===== src/rtl/mem_access_stage_pkg.sv =====
// Shared types and constants for the LEGv8 MEM stage: FSM encoding, alignment mask,
// MEM/WB control-field layout and its bubble value.
package mem_access_stage_pkg;

  typedef enum logic {
    ST_IDLE = 1'b0,
    ST_WAIT = 1'b1
  } state_t;

  localparam logic [2:0] ALIGN_MASK = 3'b111;

  typedef struct packed {
    logic [4:0] write_reg;
    logic       regwrite;
    logic       memtoreg;
    logic       valid;
  } wb_ctrl_t;

  localparam wb_ctrl_t WB_CTRL_BUBBLE = '0;

  function automatic logic is_misaligned(input logic [2:0] addr_low, input logic check_en);
    return check_en && ((addr_low & ALIGN_MASK) != 3'b000);
  endfunction

endpackage


===== src/rtl/mem_wb_reg.sv =====
// MEM/WB boundary register. bubble wins over load; with neither asserted the contents hold.
module mem_wb_reg
  import mem_access_stage_pkg::*;
#(
  parameter int DATA_W = 64
) (
  input  logic              clock,
  input  logic              reset_n,
  input  logic              load,
  input  logic              bubble,
  input  logic [DATA_W-1:0] read_data_d,
  input  logic [DATA_W-1:0] alu_result_d,
  input  wb_ctrl_t          ctrl_d,
  output logic [DATA_W-1:0] read_data_q,
  output logic [DATA_W-1:0] alu_result_q,
  output wb_ctrl_t          ctrl_q
);

  always_ff @(posedge clock or negedge reset_n) begin
    if (!reset_n) begin
      read_data_q  <= '0;
      alu_result_q <= '0;
      ctrl_q       <= WB_CTRL_BUBBLE;
    end else if (bubble) begin
      read_data_q  <= '0;
      alu_result_q <= '0;
      ctrl_q       <= WB_CTRL_BUBBLE;
    end else if (load) begin
      read_data_q  <= read_data_d;
      alu_result_q <= alu_result_d;
      ctrl_q       <= ctrl_d;
    end
  end

endmodule


===== src/rtl/mem_access_stage.sv =====
// LEGv8 MEM stage: issues data-memory accesses over req/ack, stalls upstream while waiting,
// aborts on timeout or misalignment, and feeds the MEM/WB register.
module mem_access_stage
  import mem_access_stage_pkg::*;
#(
  parameter int DATA_W      = 64,
  parameter int TIMEOUT_CYC = 16,
  parameter int ALIGN_CHECK = 1
) (
  input  logic              clock,
  input  logic              reset_n,
  input  logic [DATA_W-1:0] Add_result,
  input  logic [DATA_W-1:0] Alu_result,
  input  logic              Zero,
  input  logic [DATA_W-1:0] Read2,
  input  logic [4:0]        Write_reg,
  input  logic              Branch,
  input  logic              Memread,
  input  logic              Memwrite,
  input  logic              RegWrite,
  input  logic              MemtoReg,
  output logic              mem_req,
  output logic              mem_we,
  output logic [DATA_W-1:0] mem_addr,
  output logic [DATA_W-1:0] mem_wdata,
  input  logic [DATA_W-1:0] mem_rdata,
  input  logic              mem_ack,
  output logic              stall,
  output logic              pc_src,
  output logic [DATA_W-1:0] branch_target,
  output logic              mem_fault,
  output logic [DATA_W-1:0] Read_data_wb,
  output logic [DATA_W-1:0] Alu_result_wb,
  output logic [4:0]        Write_reg_wb,
  output logic              RegWrite_wb,
  output logic              MemtoReg_wb,
  output logic              wb_valid,
  output state_t            dbg_state
);

  // Handshake: mem_req rises on the edge leaving IDLE and stays high, with mem_addr,
  // mem_wdata and mem_we frozen, until the edge that samples mem_ack=1 (a one-cycle
  // pulse carrying mem_rdata) or until the timeout abort. mem_ack outside WAIT is ignored.

  localparam logic [7:0] CNT_LAST = 8'(TIMEOUT_CYC - 1);

  state_t            state_q, state_d;
  logic [7:0]        cnt_q, cnt_d;
  logic              access, misaligned;
  logic              start_acc, end_acc, fault_d;
  logic              wb_load, wb_bubble;
  logic [DATA_W-1:0] wb_rdata_d, wb_alu_d;
  wb_ctrl_t          wb_ctrl_d, wb_ctrl_q, held_ctrl_q;

  assign access        = Memread | Memwrite;
  assign misaligned    = is_misaligned(Alu_result[2:0], ALIGN_CHECK != 0);
  assign pc_src        = Branch & Zero;
  assign branch_target = Add_result;
  assign dbg_state     = state_q;

  always_comb begin
    state_d    = state_q;
    cnt_d      = cnt_q;
    stall      = 1'b0;
    start_acc  = 1'b0;
    end_acc    = 1'b0;
    fault_d    = 1'b0;
    wb_load    = 1'b0;
    wb_bubble  = 1'b0;
    wb_rdata_d = '0;
    wb_alu_d   = Alu_result;
    wb_ctrl_d  = '{write_reg: Write_reg, regwrite: RegWrite, memtoreg: MemtoReg, valid: 1'b1};
    case (state_q)
      ST_IDLE: begin
        if (!access) begin
          wb_load = 1'b1;
        end else if (misaligned) begin
          wb_load            = 1'b1;
          wb_ctrl_d.regwrite = 1'b0;
          fault_d            = 1'b1;
        end else begin
          stall     = 1'b1;
          start_acc = 1'b1;
          wb_bubble = 1'b1;
          cnt_d     = 8'd0;
          state_d   = ST_WAIT;
        end
      end
      ST_WAIT: begin
        // mem_addr doubles as the held ALU result of the instruction in flight.
        stall     = !mem_ack;
        wb_alu_d  = mem_addr;
        wb_ctrl_d = held_ctrl_q;
        if (mem_ack) begin
          wb_load    = 1'b1;
          wb_rdata_d = mem_we ? '0 : mem_rdata;
          end_acc    = 1'b1;
          cnt_d      = 8'd0;
          state_d    = ST_IDLE;
        end else if (cnt_q == CNT_LAST) begin
          wb_load            = 1'b1;
          wb_ctrl_d.regwrite = 1'b0;
          fault_d            = 1'b1;
          end_acc            = 1'b1;
          cnt_d              = 8'd0;
          state_d            = ST_IDLE;
        end else begin
          wb_bubble = 1'b1;
          cnt_d     = cnt_q + 8'd1;
        end
      end
      default: state_d = ST_IDLE;
    endcase
  end

  always_ff @(posedge clock or negedge reset_n) begin
    if (!reset_n) begin
      state_q     <= ST_IDLE;
      cnt_q       <= 8'd0;
      mem_req     <= 1'b0;
      mem_we      <= 1'b0;
      mem_addr    <= '0;
      mem_wdata   <= '0;
      held_ctrl_q <= WB_CTRL_BUBBLE;
      mem_fault   <= 1'b0;
    end else begin
      state_q   <= state_d;
      cnt_q     <= cnt_d;
      mem_fault <= fault_d;
      if (start_acc) begin
        mem_req     <= 1'b1;
        mem_we      <= Memwrite;
        mem_addr    <= Alu_result;
        mem_wdata   <= Read2;
        held_ctrl_q <= '{write_reg: Write_reg, regwrite: RegWrite, memtoreg: MemtoReg, valid: 1'b1};
      end else if (end_acc) begin
        mem_req <= 1'b0;
      end
    end
  end

  mem_wb_reg #(.DATA_W(DATA_W)) u_mem_wb_reg (
    .clock        (clock),
    .reset_n      (reset_n),
    .load         (wb_load),
    .bubble       (wb_bubble),
    .read_data_d  (wb_rdata_d),
    .alu_result_d (wb_alu_d),
    .ctrl_d       (wb_ctrl_d),
    .read_data_q  (Read_data_wb),
    .alu_result_q (Alu_result_wb),
    .ctrl_q       (wb_ctrl_q)
  );

  assign Write_reg_wb = wb_ctrl_q.write_reg;
  assign RegWrite_wb  = wb_ctrl_q.regwrite;
  assign MemtoReg_wb  = wb_ctrl_q.memtoreg;
  assign wb_valid     = wb_ctrl_q.valid;

endmodule


===== config.mk =====
export PLATFORM = sky130hd
export DESIGN_NAME = mem_access_stage
export DESIGN_NICKNAME = d
export VERILOG_FILES = /design/src/rtl/mem_access_stage_pkg.sv /design/src/rtl/mem_wb_reg.sv /design/src/rtl/mem_access_stage.sv
export SDC_FILE = /design/constraint.sdc
export NUM_CORES = 1
export LEC_CHECK = 0
export CAP_MARGIN = 20
export CORE_AREA = 2 2 238 240
export DETAILED_ROUTE_END_ITERATION = 10
export DIE_AREA = 0 0 240 242
export GPL_ROUTABILITY_DRIVEN = 0
export PLACE_DENSITY = 0.55
export REMOVE_ABC_BUFFERS = 1
export SLEW_MARGIN = 10
export SYNTH_ARGS = -nofsm -noshare
export SYNTH_HDL_FRONTEND = slang
export SYNTH_SLANG_ARGS = --single-unit

===== constraint.sdc =====
create_clock -name clock -period 2.54 [get_ports clock]
set_clock_uncertainty 0.15 [all_clocks]
set_input_delay 0.508 -clock clock [delete_from_list [all_inputs] [get_ports clock]]
set_output_delay 0.508 -clock clock [all_outputs]
set_load 0.05 [all_outputs]

==> flow_summary_export.csv, run 1 <==
group,metric,value,unit
clock_tree,clock_latency,0.54,ns
timing,post-route-period-util,95.96,%
setup_path,rr_worst_depth,5,
final_layout,drive_above_1_share,20.46,%
global_route,grt_pass1_wl,57460,um
min_path,hold_end,"held_ctrl_q[0]",
die,die_w,240,um
drt,first_pass_iters,4,
timing,timing.final.crit_period,2.437,ns
final_layout,seq_area,7111,sq um
setup_path,end_kind,"output pin",
global_route,antenna_found_initial,12,
drt,num_vias,7805,
timing,tightest_slew,0.6311,ns
setup_path,slowest_delay,0.45,ns
synthesis,syn_area,11150,sq um
timing,maxSlewHeadroom,57.92,%
final_layout,multiInputGateArea,3316,sq um
clock_tree,clockBufferDepth,3,
drt,drc,0,
timing,finalHoldViolCount,0,
setup_path,critPathRequiredTime,1.88,ns
drt,wl,40120,um
setup_path,crit_path_max_fanout,64,
global_route,grt_pass1_vias,8378,
final_layout,nets,1504,
setup_path,cp_slowest_cell,"dfrtp_4",
final_layout,area_growth,59.27,%
placement,pre_cts_slack,-0.1459,ns
global_route,grt.overflow.total,0,
setup_path,rrSetupSlack,0.59,ns
synthesis,synth_area_leader_cell,"dfrtp_1",
synthesis,synth-main-ff-cell,"dfrtp_1",
flow_run,cap_violations,0,
setup_path,arrival,1.78,ns
setup_path,start_kind,"flop",
synthesis,syn-mean-instance-area,14.28,sq um
final_layout,layoutNonFillerInstCount,2020,
pwr,total_power,15.95,mW
synthesis,ys_seq_elements,284,
timing,worst_slack,0.1025,ns
die,dieHeight,242,um
setup_path,r2r_start,"dbg_state",
timing,rsz0062_at_grt,"no",
clock_tree,cts_tree,"built",
synthesis,yosysMostFrequentCell,"dfrtp_1",
pwr,p_leak,7.401,nW
clock_tree,clock-sinks,284,
synthesis,synth_edf_count,0,
synthesis,synth_common_cells,"284 x dfrtp_1, 134 x mux2_2, 77 x buf_4",
timing,tns,0,ns
placement,dp_hpwl,30750,um
clock_tree,cts.clk_slew.worst_paths,0.05,ns
timing,fmax,0.4103,GHz
min_path,holdPathStages,1,
synthesis,yosys.cell_types.count,38,
synthesis,async_reset_ff_share,100.0,%
min_path,hp-start,"held_ctrl_q[0]",
synthesis,yosys_warnings,0,
clock_tree,htreeDepth,2,
synthesis,ys_seq_area_share,63.72,%
die,ioPinCount,604,
pwr,powerDensity,898.0,nW/um^2
final_layout,fillers,5700,
setup_path,crit_type,"reg -> out",
die,fp-row-count,87,
die,core-area,55730,sq um
die,initial_utilization,20.01,%
clock_tree,cts_buffers,36,
die,die_area,58080,sq um
min_path,hp-class,"reg -> reg",
final_layout,utilization,31.87,%
timing,report.final.slew_viol_count,0,
pwr,ir_drop,0.5730,mV
global_route,grt_max_degree,65,
drt,wl_per_cell,19.86,um
drt,via_per_inst,3.864,
outcome,outcome,"finished clean",
setup_path,rr_endpoint,"mem_wdata[22]",
global_route,grtUsageTotal,13.48,%
timing,setup-violations-final,0,
drt,ant_nets,0,
setup_path,path_cells,"buf_12 -> buf_4",
placement,numPortBuffers,475,
synthesis,netlist.area_leader.share,63.72,%
clock_tree,root_buffer,"clkbuf_16",
drt,drtIter0Drc,243,
placement,dp.cells,1949,
synthesis,synth.area.top_cells,"dfrtp_1 64%, mux2_2 14%, mux2i_1 6.3%",
synthesis,synthCells,781,
power breakdown:
| part | leakage [nW] | switching [mW] | internal [mW] |
|---|---|---|---|
| Combinational | 3.29 | 3.33 | 1.96 |
| Sequential | 3.54 | 0.408 | 5.23 |
| Clock | 0.574 | 2.02 | 3.00 |
cell type report:
type	instances	share of cell area, %
repair buffers	517	29.25
diodes	8	0.1127
inverters	3	0.06339
multi-input cells	391	18.67
clock buffers	49	5.684
well taps	756	5.325
clock inverters	12	0.8664
flip-flops and latches	284	40.03
layer usage:
layer	global-route usage (%)	vias up	share of wire (%)
met2	19.05	455	42
met4	4.129	14	2.3
met3	9.651	64	15
met1	15.71	3804	40
met5	3.535	-	0.79
li1	-	3468	-
worst max-delay path, delay by kind of cell (launching register included):
| family | cells | cell delay, ns |
|---|---|---|
| buffers and inverters | 2 | 0.65 |
| flip-flops | 1 | 0.45 |
flip-flops by register name, indices dropped and copies added (netlist names):
| register | cells |
|---|---|
| mem_req | 1 |
| u_mem_wb_reg.ctrl_q | 8 |
| mem_addr | 64 |
| mem_wdata | 64 |
| u_mem_wb_reg.alu_result_q | 64 |
| mem_we | 1 |
| cnt_q | 8 |
| held_ctrl_q | 8 |
| mem_fault | 1 |
| u_mem_wb_reg.read_data_q | 64 |
| dbg_state | 1 |
placed cells by master (no fill, tap or decap), types with 2 or more instances in the layout:
cell type	instances
clkdlybuf4s50_1	466
dfrtp_1	283
mux2_2	134
mux2i_1	70
and2_1	65
nor2_1	64
buf_4	37
clkbuf_16	36
buf_12	11
nor2_4	10
diode_2	8
clkbuf_1	7
nand2_1	6
clkbuf_8	6
a21oi_1	5
o21ai_0	5
clkinv_2	5
nand3_1	4
nor2b_1	3
inv_1	3
clkinv_8	3
and3_1	2
or2_2	2
xnor2_1	2
a22o_1	2
bufinv_16	2
worst max-delay path by stage:
stage,depth (start not counted),to,start
2_1_floorplan,3,u_mem_wb_reg.alu_result_q[0],dbg_state
3_3_place_gp,6,mem_wdata[44],Alu_result[0]
3_5_place_dp,6,mem_wdata[22],Alu_result[0]
4_1_cts,2,dbg_state,dbg_state
5_1_grt,2,dbg_state,dbg_state
6_report,2,dbg_state,dbg_state
per-stage QoR:
stage,area (sq um),hold WS [ns]
floorplan,10400,0.06241
global placement,16550,0.3013
detailed placement,16550,0.3044
CTS,17730,0.3196
global route,17750,0.3450
finish,17760,0.3141
what timing repair did:
action,4_1_cts,5_1_grt
hold buffers,1,0
buffers inserted,1,0
gates resized for setup,2,2
endpoints found under the setup margin,2,1
endpoints found under the hold margin,49,0
gates cloned,0,0
cell families (layout without fill, tap and decap cells):
kind of cell             Yosys count  count (layout)  share of synthesized area [%]
buffers and inverters            106             581                          6.843
other                              0               8                              0
XOR/XNOR                           2               2                         0.1571
multiplexers                     204             204                          19.81
flip-flops                       284             284                          63.72
adder cells (fa/ha/maj)            1               1                         0.1122
AND/OR/NAND/NOR                  167             167                          8.380
AO/OA/AOI/OAI                     17              17                         0.9760
No activity file was read; power rests on OpenSTA's default activity.
==> inputs of run 2 (changes only) <==
--- a/config.mk
+++ b/config.mk
@@ -5,12 +5,13 @@
 export SDC_FILE = /design/constraint.sdc
 export NUM_CORES = 1
 export LEC_CHECK = 0
+export ABC_AREA = 1
 export CAP_MARGIN = 20
-export CORE_AREA = 2 2 238 240
+export CORE_AREA = 2 2 232 234
 export DETAILED_ROUTE_END_ITERATION = 10
-export DIE_AREA = 0 0 240 242
+export DIE_AREA = 0 0 234 236
 export GPL_ROUTABILITY_DRIVEN = 0
-export PLACE_DENSITY = 0.55
+export PLACE_DENSITY = 0.57
 export REMOVE_ABC_BUFFERS = 1
 export SLEW_MARGIN = 10
 export SYNTH_ARGS = -nofsm -noshare
==> flow_summary_export.csv, run 2 <==
group,metric,value,unit
outcome,outcome,"finished clean",
setup_path,rr_endpoint,"u_mem_wb_reg.alu_result_q[30]",
synthesis,async_reset_ff_share,100.0,%
clock_tree,cts_buffers,34,
final_layout,layoutNonFillerInstCount,2374,
drt,wl_per_cell,17.35,um
final_layout,utilization,33.22,%
pwr,swShare,35.19,%
setup_path,critical_path_cell_count,1,
synthesis,synth_edf_count,0,
setup_path,crit_path_max_fanout,3,
drt,first_pass_iters,5,
flow_run,cap_violations,0,
global_route,grtUsageTotal,14.61,%
setup_path,cp_top_family,"buffers and inverters",
pwr,p_clk_share,32.7,%
setup_path,r2r_start,"dbg_state",
timing,hold_ws,0.3259,ns
setup_path,endpoint,"mem_addr[50]",
setup_path,critPathRequiredTime,1.88,ns
timing,setup-violations-final,0,
timing,finalHoldViolCount,0,
die,core-area,53070,sq um
synthesis,yosys_warnings,0,
min_path,hp-class,"reg -> reg",
synthesis,syn-mean-instance-area,9.102,sq um
clock_tree,cts_tree,"built",
timing,post-route-period-util,97.68,%
synthesis,yosys.cell_types.count,22,
synthesis,netlist.area_leader.share,63.27,%
global_route,grt.overflow.total,0,
setup_path,cp_slowest_cell,"clkdlybuf4s50_1",
die,initial_utilization,21.16,%
synthesis,synth_common_cells,"297 x nand2_1, 284 x dfrtp_1, 215 x nor2_1",
synthesis,synth_area_leader_cell,"dfrtp_1",
pwr,p_leak,8.527,nW
final_layout,mostFrequentLayoutCell,"clkdlybuf4s50_1",
pwr,internal-power,9.443,mW
clock_tree,postCtsSetupBuffers,0,
drt,drtIter0Drc,514,
clock_tree,htreeDepth,2,
pwr,power_switching,5.126,mW
final_layout,fillers,5429,
timing,tns,0,ns
timing,report.final.slew_viol_count,0,
placement,placed_area,16510,sq um
synthesis,synth-main-ff-cell,"dfrtp_1",
synthesis,synth.area.top_cells,"dfrtp_1 63%, nand2_1 9.9%, nor2_1 7.2%",
final_layout,area_growth,56.96,%
final_layout,diodes,0,
drt,ant_nets,0,
placement,numPortBuffers,475,
final_layout,drive_above_1_share,6.317,%
setup_path,arrival,1.82,ns
clock_tree,cts.clk_slew.worst_paths,0.06,ns
drt,drc,0,
pwr,total_power,14.57,mW
setup_path,crit_start,"mem_addr[50]",
synthesis,syn_area,11230,sq um
global_route,grt_pass1_wl,60410,um
final_layout,finalInstanceArea,17630,sq um
final_layout,nets,1925,
setup_path,path_cells,"clkdlybuf4s50_1",
global_route,grt_max_degree,132,
die,dieHeight,236,um
setup_path,end_kind,"output pin",
placement,dp_hpwl,31670,um
synthesis,yosysMostFrequentCell,"nand2_1",
clock_tree,clock-sinks,284,
setup_path,crit_type,"reg -> out",
setup_path,rr_worst_depth,5,
setup_path,start_kind,"flop",
drt,via_per_inst,3.975,
drt,num_vias,9437,
placement,pre_cts_slack,0.1380,ns
synthesis,synthCells,1234,
die,die_w,234,um
timing,worst_slack,0.05887,ns
die,die_area,55220,sq um
pwr,ir_drop,0.5094,mV
timing,tightest_slew,0.6361,ns
timing,maxSlewHeadroom,57.53,%
clock_tree,clock_latency,0.52,ns
die,ioPinCount,604,
pwr,powerDensity,826.4,nW/um^2
die,fp-row-count,85,
final_layout,final_cell_mix,"462 x clkdlybuf4s50_1, 297 x nand2_1, 283 x dfrtp_1, 215 x nor2_1, 148 x inv_1",
setup_path,rrSetupSlack,0.62,ns
drt,wl,41180,um
setup_path,cp_num_buf_inv,1,
clock_tree,clockBufferDepth,3,
timing,rsz0062_at_grt,"no",
global_route,grt_pass1_vias,9724,
setup_path,slowest_delay,0.92,ns
timing,fmax,0.4030,GHz
pwr,comb_power_share,30.0,%
clock_tree,root_buffer,"clkbuf_16",
timing,timing.final.crit_period,2.481,ns
synthesis,ys_seq_area_share,63.27,%
global_route,antenna_found_initial,0,
pwr,p_seq_share,37.3,%
synthesis,ys_seq_elements,284,
placement,dp.cells,2313,
-- run 2: cell count changes after synthesis, sizes merged, moves of 63 or more --
cell | previous run | this run
mux2i | 70 | 2
nand2 | 6 | 298
a21oi | 6 | 69
o21ai | 5 | 75
inv | 3 | 150
mux2 | 134 | 0
and2 | 65 | 0
nor2 | 74 | 216
-- run 2: final cells by class --
type	instances	area, sq um	area share [%]
clock buffers	49	1008	5.720
clock inverters	11	95.09	0.5394
inverters	150	563.0	3.194
multi-input cells	677	2804	15.90
flip-flops and latches	284	7111	40.33
well taps	696	870.8	4.940
repair buffers	507	5177	29.37
-- run 2: worst min-delay path by stage --
stage,from,end,cells after the start,slack [ns]
global placement,mem_wdata[56],mem_wdata[56],2,0.31
detailed placement,mem_wdata[62],mem_wdata[62],2,0.31
CTS,mem_rdata[41],u_mem_wb_reg.read_data_q[41],3,0.30
floorplan,reset_n,cnt_q[0],0,0.06
global route,mem_rdata[41],u_mem_wb_reg.read_data_q[41],3,0.32
finish,mem_wdata[56],mem_wdata[56],2,0.33
-- run 2: repair_timing --
action	CTS	global route
hold endpoints to repair	48	0
hold buffers	1	0
endpoints found under the setup margin	0	1
resized for setup	0	1
-- run 2: power groups by stage --
| stage | combinational [mW] | sequential (mW) | clock (mW) |
|---|---|---|---|
| 2_1_floorplan | 0.615 | 7.37 | 0 |
| 3_3_place_gp | 4.38 | 5.49 | 0 |
| 3_5_place_dp | 4.41 | 5.51 | 0 |
| 4_1_cts | 4.42 | 5.44 | 4.96 |
| 5_1_grt | 4.62 | 5.50 | 5.15 |
| 6_report | 4.37 | 5.43 | 4.77 |
-- run 2: per-layer routing --
| metal | track usage, % | part of all wire (%) |
|---|---|---|
| met5 | 4.107 | 0.62 |
| met4 | 5.140 | 2.8 |
| met2 | 20.39 | 41 |
| met3 | 9.454 | 15 |
| met1 | 17.60 | 40 |
-- run 2: logic make-up (layout without fill, tap and decap cells) --
family / count (synthesis) / after routing / share of synthesized area (%)
and+or+nand+nor: 528 / 528 / 18.04
adders and majority gates: 1 / 1 / 0.1114
muxes: 2 / 2 / 0.1782
DFF: 284 / 284 / 63.27
buffers and inverters: 273 / 717 / 11.81
xor gates and xnor gates: 1 / 1 / 0.07799
AOI/OAI and AO/OA: 145 / 145 / 6.517
